--- config.mk ---
export PLATFORM = sky130hd
export DESIGN_NAME = lcd_read_cycle
export DESIGN_NICKNAME = d
export VERILOG_FILES = /design/src/rtl/lcd_read_cycle.sv
export SDC_FILE = /design/constraint.sdc
export NUM_CORES = 1
export LEC_CHECK = 0
export CAP_MARGIN = 20
export CORE_ASPECT_RATIO = 0.75
export CORE_MARGIN = 2
export CORE_UTILIZATION = 45
export CTS_BUF_LIST = sky130_fd_sc_hd__clkbuf_4 sky130_fd_sc_hd__clkbuf_8
export DETAILED_ROUTE_END_ITERATION = 8
export PLACE_DENSITY = 0.75
export SLEW_MARGIN = 20
export SYNTH_ARGS = -nofsm -noshare
export SYNTH_HDL_FRONTEND = slang
export SYNTH_SLANG_ARGS = --single-unit
--- constraint.sdc ---
create_clock -name clk -period 2.6 [get_ports clk]
set_input_delay 0.52 -clock clk [delete_from_list [all_inputs] [get_ports clk]]
set_output_delay 0.52 -clock clk [all_outputs]
set_load 0.005 [all_outputs]
--- src/rtl/lcd_read_cycle.sv ---
// HD44780 bus read sequencer: drives RS/RW/E for one read (or a busy-flag poll loop)
// and captures the data bus at the end of the E-high window.
module lcd_read_cycle #(
   parameter int SETUP_CYC  = 1,
   parameter int E_HIGH_CYC = 2,
   parameter int HOLD_CYC   = 1,
   parameter int MAX_POLLS  = 200
) (
   input  logic       clk,
   input  logic       rst,
   input  logic       rd_enable,
   input  logic       reg_sel,
   input  logic       poll,
   input  logic [7:0] db_in,
   output logic       rs_out,
   output logic       rw_out,
   output logic       e_out,
   output logic       bus_rd,
   output logic [7:0] rd_data,
   output logic       busy_flag,
   output logic [6:0] addr_out,
   output logic       rd_finish,
   output logic       timeout
);

   localparam int MAX_CYC = (SETUP_CYC > E_HIGH_CYC)
                            ? ((SETUP_CYC > HOLD_CYC) ? SETUP_CYC : HOLD_CYC)
                            : ((E_HIGH_CYC > HOLD_CYC) ? E_HIGH_CYC : HOLD_CYC);
   localparam int PW = $clog2(MAX_CYC) + 1;

   typedef enum logic [2:0] {
      S_IDLE,
      S_SETUP,
      S_E_HIGH,
      S_HOLD,
      S_DONE
   } state_t;

   state_t          state_q, state_d;
   logic [PW-1:0]   cnt_q, cnt_d;
   logic [PW-1:0]   last_cnt;
   logic            phase_end;
   logic            rs_q, rs_d;
   logic            poll_q, poll_d;
   logic [7:0]      poll_cnt_q, poll_cnt_d;
   logic [7:0]      rd_data_q, rd_data_d;
   logic            busy_q, busy_d;
   logic [6:0]      addr_q, addr_d;
   logic            timeout_q, timeout_d;

   // NOTE: every variable written here gets a default first, so no path leaves one unassigned and infers a latch.
   always_comb begin
      last_cnt = '0;
      case (state_q)
         S_SETUP:  last_cnt = PW'(SETUP_CYC - 1);
         S_E_HIGH: last_cnt = PW'(E_HIGH_CYC - 1);
         S_HOLD:   last_cnt = PW'(HOLD_CYC - 1);
         default:  last_cnt = '0;
      endcase
      phase_end = (cnt_q == last_cnt);
   end

   always_comb begin
      state_d    = state_q;
      cnt_d      = cnt_q;
      rs_d       = rs_q;
      poll_d     = poll_q;
      poll_cnt_d = poll_cnt_q;
      rd_data_d  = rd_data_q;
      busy_d     = busy_q;
      addr_d     = addr_q;
      timeout_d  = timeout_q;
      rs_out     = 1'b0;
      rw_out     = 1'b0;
      e_out      = 1'b0;
      bus_rd     = 1'b0;
      rd_finish  = 1'b0;

      case (state_q)
         S_IDLE: begin
            if (rd_enable) begin
               rs_d       = reg_sel;
               poll_d     = poll & ~reg_sel;
               poll_cnt_d = '0;
               timeout_d  = 1'b0;
               cnt_d      = '0;
               state_d    = S_SETUP;
            end
         end
         S_SETUP: begin
            rs_out = rs_q;
            rw_out = 1'b1;
            bus_rd = 1'b1;
            if (phase_end) begin
               cnt_d   = '0;
               state_d = S_E_HIGH;
            end else begin
               cnt_d = cnt_q + PW'(1);
            end
         end
         S_E_HIGH: begin
            rs_out = rs_q;
            rw_out = 1'b1;
            bus_rd = 1'b1;
            e_out  = 1'b1;
            if (phase_end) begin
               // Capture on the last E-high edge, when the LCD output has had the full window to settle.
               rd_data_d = db_in;
               if (!rs_q) begin
                  busy_d = db_in[7];
                  addr_d = db_in[6:0];
               end
               cnt_d   = '0;
               state_d = S_HOLD;
            end else begin
               cnt_d = cnt_q + PW'(1);
            end
         end
         S_HOLD: begin
            rs_out = rs_q;
            rw_out = 1'b1;
            bus_rd = 1'b1;
            if (phase_end) begin
               cnt_d   = '0;
               state_d = S_DONE;
               if (poll_q && busy_q) begin
                  if (({1'b0, poll_cnt_q} + 9'd1) < 9'(MAX_POLLS)) begin
                     poll_cnt_d = poll_cnt_q + 8'd1;
                     state_d    = S_SETUP;
                  end else begin
                     timeout_d = 1'b1;
                  end
               end
            end else begin
               cnt_d = cnt_q + PW'(1);
            end
         end
         S_DONE: begin
            rd_finish = 1'b1;
            state_d   = S_IDLE;
         end
         default: state_d = S_IDLE;
      endcase
   end

   // NOTE: sequential state uses non-blocking assignments; the async reset also clears the bus
   // controls at once because they decode combinationally from state_q.
   always_ff @(posedge clk or negedge rst) begin
      if (!rst) begin
         state_q    <= S_IDLE;
         cnt_q      <= '0;
         rs_q       <= 1'b0;
         poll_q     <= 1'b0;
         poll_cnt_q <= '0;
         rd_data_q  <= '0;
         busy_q     <= 1'b0;
         addr_q     <= '0;
         timeout_q  <= 1'b0;
      end else begin
         state_q    <= state_d;
         cnt_q      <= cnt_d;
         rs_q       <= rs_d;
         poll_q     <= poll_d;
         poll_cnt_q <= poll_cnt_d;
         rd_data_q  <= rd_data_d;
         busy_q     <= busy_d;
         addr_q     <= addr_d;
         timeout_q  <= timeout_d;
      end
   end

   assign rd_data   = rd_data_q;
   assign busy_flag = busy_q;
   assign addr_out  = addr_q;
   assign timeout   = timeout_q;

endmodule
# Yosys cells after proc, flatten, opt, wreduce, memory -nomap -nowiden
# Index checks and enable logic that the tools add are counted.
# totals
register_bits,32
# op_classes
n_reduce_logical,12
n_eq_ne,12
n_mux,25
n_bitwise,3
magnitude_cmp,1
n_addsub,3
# op_table
op,n
$mux W8,4
$mux W3,6
$pmux W8 S2,1
$ne A2 B2 Y1 const B,7
$pmux W3 S4,1
$reduce_and A5 Y1,2
$add A8 B1 Y9 const B,1
$lt A9 B8 Y1 const B,1
$mux W1,9
$add A8 B1 Y8 const B,1
$eq A3 B2 Y1 const B,2
$reduce_and A2 Y1,3
$mux W2,2
$pmux W2 S2,1
$reduce_and A4 Y1,1
$reduce_bool A2 Y1,2
$eq A3 B1 Y1 const B,1
$eq A3 B3 Y1 const B,1
$logic_not A3 Y1,1
$reduce_and A3 Y1,1
$reduce_or A3 Y1,1
$add A2 B1 Y2 const B,1
$eq A2 B2 Y1,1
$not A1 Y1,2
other kinds (3),3

# Depth between registers and ports, before layout
# depth
depth_word,6
ltp_mapped,7
ltp_nobuf,7

# Least setup slack after synthesis
# Ideal clock, no wire load.
# synth_path
path_type,reg2reg
startpoint,register poll_cnt_q[0]
endpoint,register poll_cnt_q[4]
period_less_slack_ns,2.105
slack_ns,0.495
t_arrival_ns,2.026
path_stages_with_launch,8
cell_sequence,dfrtp_1 > ha_1 > and3_1 > o31a_1 > a221o_1 > a211oi_1 > and4_2 > mux2i_1
# synth_between
elab_chain_cells,5
# synth_rtl
element,line_no,rtl
"start, declared",45,"logic [7:0] poll_cnt_q, poll_cnt_d;"
"start signal, assigned",164,poll_cnt_q <= poll_cnt_d;
branches (longest 5 deep; another with $add A8 B1 Y9),n/a,
# Parallel ways; which one is timed is not known. The select of a mux whose other input is x is not followed.
# A chain may end at the register's enable or synchronous reset.

# Final worst setup path
# layout_path
startpoint,register poll_cnt_q[0]
endpoint,register poll_cnt_q[0]
# Same word-level chain as after synthesis.

==> flow_summary.json <==
{
  "synth-async-reset-ratio": 1.00,
  "die_h_um": 54.5,
  "worstRegToRegCells": 7,
  "hold_viol_final": 0,
  "cp_slowest_cell": "dfrtp_1",
  "initial_utilization": 0.468,
  "syn_inst": 140,
  "grt.total_usage": 0.192,
  "r2r_end": "poll_cnt_q[0]",
  "route.vias.total": 1195,
  "p_clk_frac": 0.190,
  "grt_max_degree": 33,
  "cp-end-kind": "flop",
  "dpl_worst_slack_ps": 255,
  "p_int_mw": 1.46,
  "grt_pass1_vias": 1212,
  "wl_per_cell_um": 14.8,
  "maxSlewViolCount": 0,
  "hold_depth": 2,
  "crit_fanout": 7,
  "port_buffers": 34,
  "core_area_mm2": 0.00327,
  "synth_top_area_frac": 0.524,
  "die-area_mm2": 0.00388,
  "mappedNetlistArea_mm2": 0.00153,
  "synth-main-ff-cell": "dfrtp_1",
  "synth_warnings": 0,
  "fmax_mhz": 418,
  "slew_headroom": 0.627,
  "synth_area_per_cell_um2": 10.9,
  "cts_hold_buffers": 0,
  "cp_cell_sequence": "ha_1 > and3_1 > o31a_1 > a221o_1 > a21oi_1 > o22ai_1 > mux2_2",
  "dr.pass1.iters": 4,
  "yosysMostFrequentCell": "dfrtp_1",
  "slowest_delay_ps": 410,
  "ys_seq_area_frac": 0.524,
  "insertion_delay_ps": 280,
  "drv_cap": 0,
  "combPwrFrac": 0.409,
  "vias_per_cell": 5.43,
  "overflow": 0,
  "cts_max_path_buffers": 2,
  "required_ps": 2770,
  "synth.top_cells.by_count": "dfrtp_1, nand2_1, mux2_2",
  "rsz0062_at_grt": "false",
  "synth_area_leaders": "dfrtp_1, mux2_2, nand2_1",
  "drc_errors": 0,
  "critical_path_arrival_ps": 2560,
  "antenna_left": 0,
  "period_minus_slack_ps": 2390,
  "hp-start": "poll_q",
  "postCtsSetupRepairBufs": 0,
  "switchingPower_uw": 660,
  "final_core_util": 0.617,
  "p_leak_nw": 0.851,
  "final_nets": 194,
  "rows": 18,
  "yosysUniqueCellTypes": 39,
  "p_per_area_mw_per_mm2": 1050,
  "area_growth_pct": 31.8,
  "min_to": "poll_q",
  "cts_tree": "built",
  "setup_viol": 0,
  "post_cts_resized": 0,
  "numCtsBuffers": 5,
  "switching_share": 0.312,
  "status": "completed",
  "tightest_slew_ps": 555,
  "drive_gt1_frac": 0.183,
  "drt_wl_total_um": 3250,
  "synth_edf_count": 0,
  "clk_pin_slew_ps": 60,
  "critPathLaunchType": "flop",
  "die_w_um": 71.3,
  "ir_drop_v": 0.000628,
  "r2r_slack_ps": 210,
  "grt_pass1_wl_um": 5620,
  "drtIter0Drc": 41,
  "synth_top_cell_by_area": "dfrtp_1",
  "gp_congestion": 0.884,
  "place_hpwl_um": 2430,
  "antenna_found_initial": 0,
  "htree_levels": 2,
  "skew_ps": 3.11,
  "power_frac_seq": 0.401,
  "layout_setup_ws_ps": 209,
  "synth_seq_cells": 32,
  "hp-class": "flop to flop",
  "num_antenna_cells": 0,
  "cts.sinks": 32,
  "cts_root_buf": "clkbuf_8",
  "fin_tns_setup_ps": 0,
  "reg2reg_from": "poll_cnt_q[0]",
  "crit_type": "flop to flop",
  "worst-path-buf-inv": 0,
  "ios": 35,
  "cp_top_family": "compound AO/OA/AOI/OAI gates",
  "fin_crit_sh": 0.920,
  "syn-num-nets": 154
}
[layout make-up]
| cell class | instances | area [um^2] |
|---|---|---|
| Fill cell | 264 | 1250 |
| Sequential cell | 32 | 801 |
| Multi-Input combinational cell | 105 | 713 |
| Timing Repair Buffer | 36 | 355 |
| Clock buffer | 7 | 96.3 |
| Tap cell | 40 | 50.0 |
[routing by layer]
| metal | global-route usage | part of all wire | vias up |
|---|---|---|---|
| li1 | - | - | 582 |
| met4 | 0.0943 | 0.022 | 0 |
| met3 | 0.0350 | 0.026 | 7 |
| met1 | 0.251 | 0.51 | 582 |
| met2 | 0.313 | 0.45 | 24 |
| met5 | 0 | 0 | - |
[cells in the final DEF (no fill, tap or decap), drive strengths merged, types with 3 or more instances in the layout]
cell type and count:
clkdlybuf4s50 34, dfrtp 32, nand2 23, mux2 17, nor2 12, clkbuf 7, and2 6, mux2i 5
o21ai 4, a21oi 3, nor3 3, nand3 3
[registers in the layout (all words and copies together), names as in the netlist]
| name | cells |
|---|---|
| rs_q | 1 |
| state_q | 3 |
| busy_flag | 1 |
| cnt_q | 2 |
| rd_data | 8 |
| poll_cnt_q | 8 |
| timeout | 1 |
| poll_q | 1 |
| addr_out | 7 |
[how the worst max path moves through the flow]
| stage | start | end | slack (ps) | depth (start not counted) |
|---|---|---|---|---|
| 6_report | poll_cnt_q[0] | poll_cnt_q[0] | 210 | 7 |
| 5_1_grt | poll_cnt_q[0] | poll_cnt_q[4] | 20 | 7 |
| 4_1_cts | poll_cnt_q[0] | poll_cnt_q[4] | 230 | 7 |
| 3_5_place_dp | poll_cnt_q[0] | poll_cnt_q[0] | 260 | 7 |
| 3_3_place_gp | poll_cnt_q[0] | poll_cnt_q[4] | 350 | 7 |
| 2_1_floorplan | poll_cnt_q[0] | poll_cnt_q[4] | 490 | 7 |
[logic make-up after synthesis]
logic type / Yosys count / share of synthesized area
simple gates: 63 / 0.214
flops: 32 / 0.524
mux: 22 / 0.158
compound gates: 18 / 0.0810
buf+inv: 3 / 0.00982
xor+xnor: 1 / 0.00573
fa+ha+maj: 1 / 0.00818
[through the flow]
stage / instance area, um^2 / hold slack (ps) / power [mW] / std cells
floorplan: 1530 / 224 / 1.26 / 140
global placement: 1920 / 473 / 1.69 / 213
detailed placement: 1920 / 486 / 1.73 / 213
CTS: 2020 / 504 / 2.14 / 220
global route: 2020 / 529 / 2.26 / 220
finish: 2020 / 499 / 2.12 / 220
[tightest hold or removal path, stage by stage, from the launching register on]
cell and delay, ps:
dfrtp_1 370, nand2_1 50, nand2_1 50
[power by group through the flow]
stage	Clock, mW	Sequential [mW]	Combinational [mW]
finish	0.402	0.849	0.867
global route	0.434	0.879	0.948
global placement	0	0.838	0.848
CTS	0.418	0.847	0.879
floorplan	0	0.829	0.426
detailed placement	0	0.853	0.873
No activity file was read; power rests on OpenSTA's default activity.
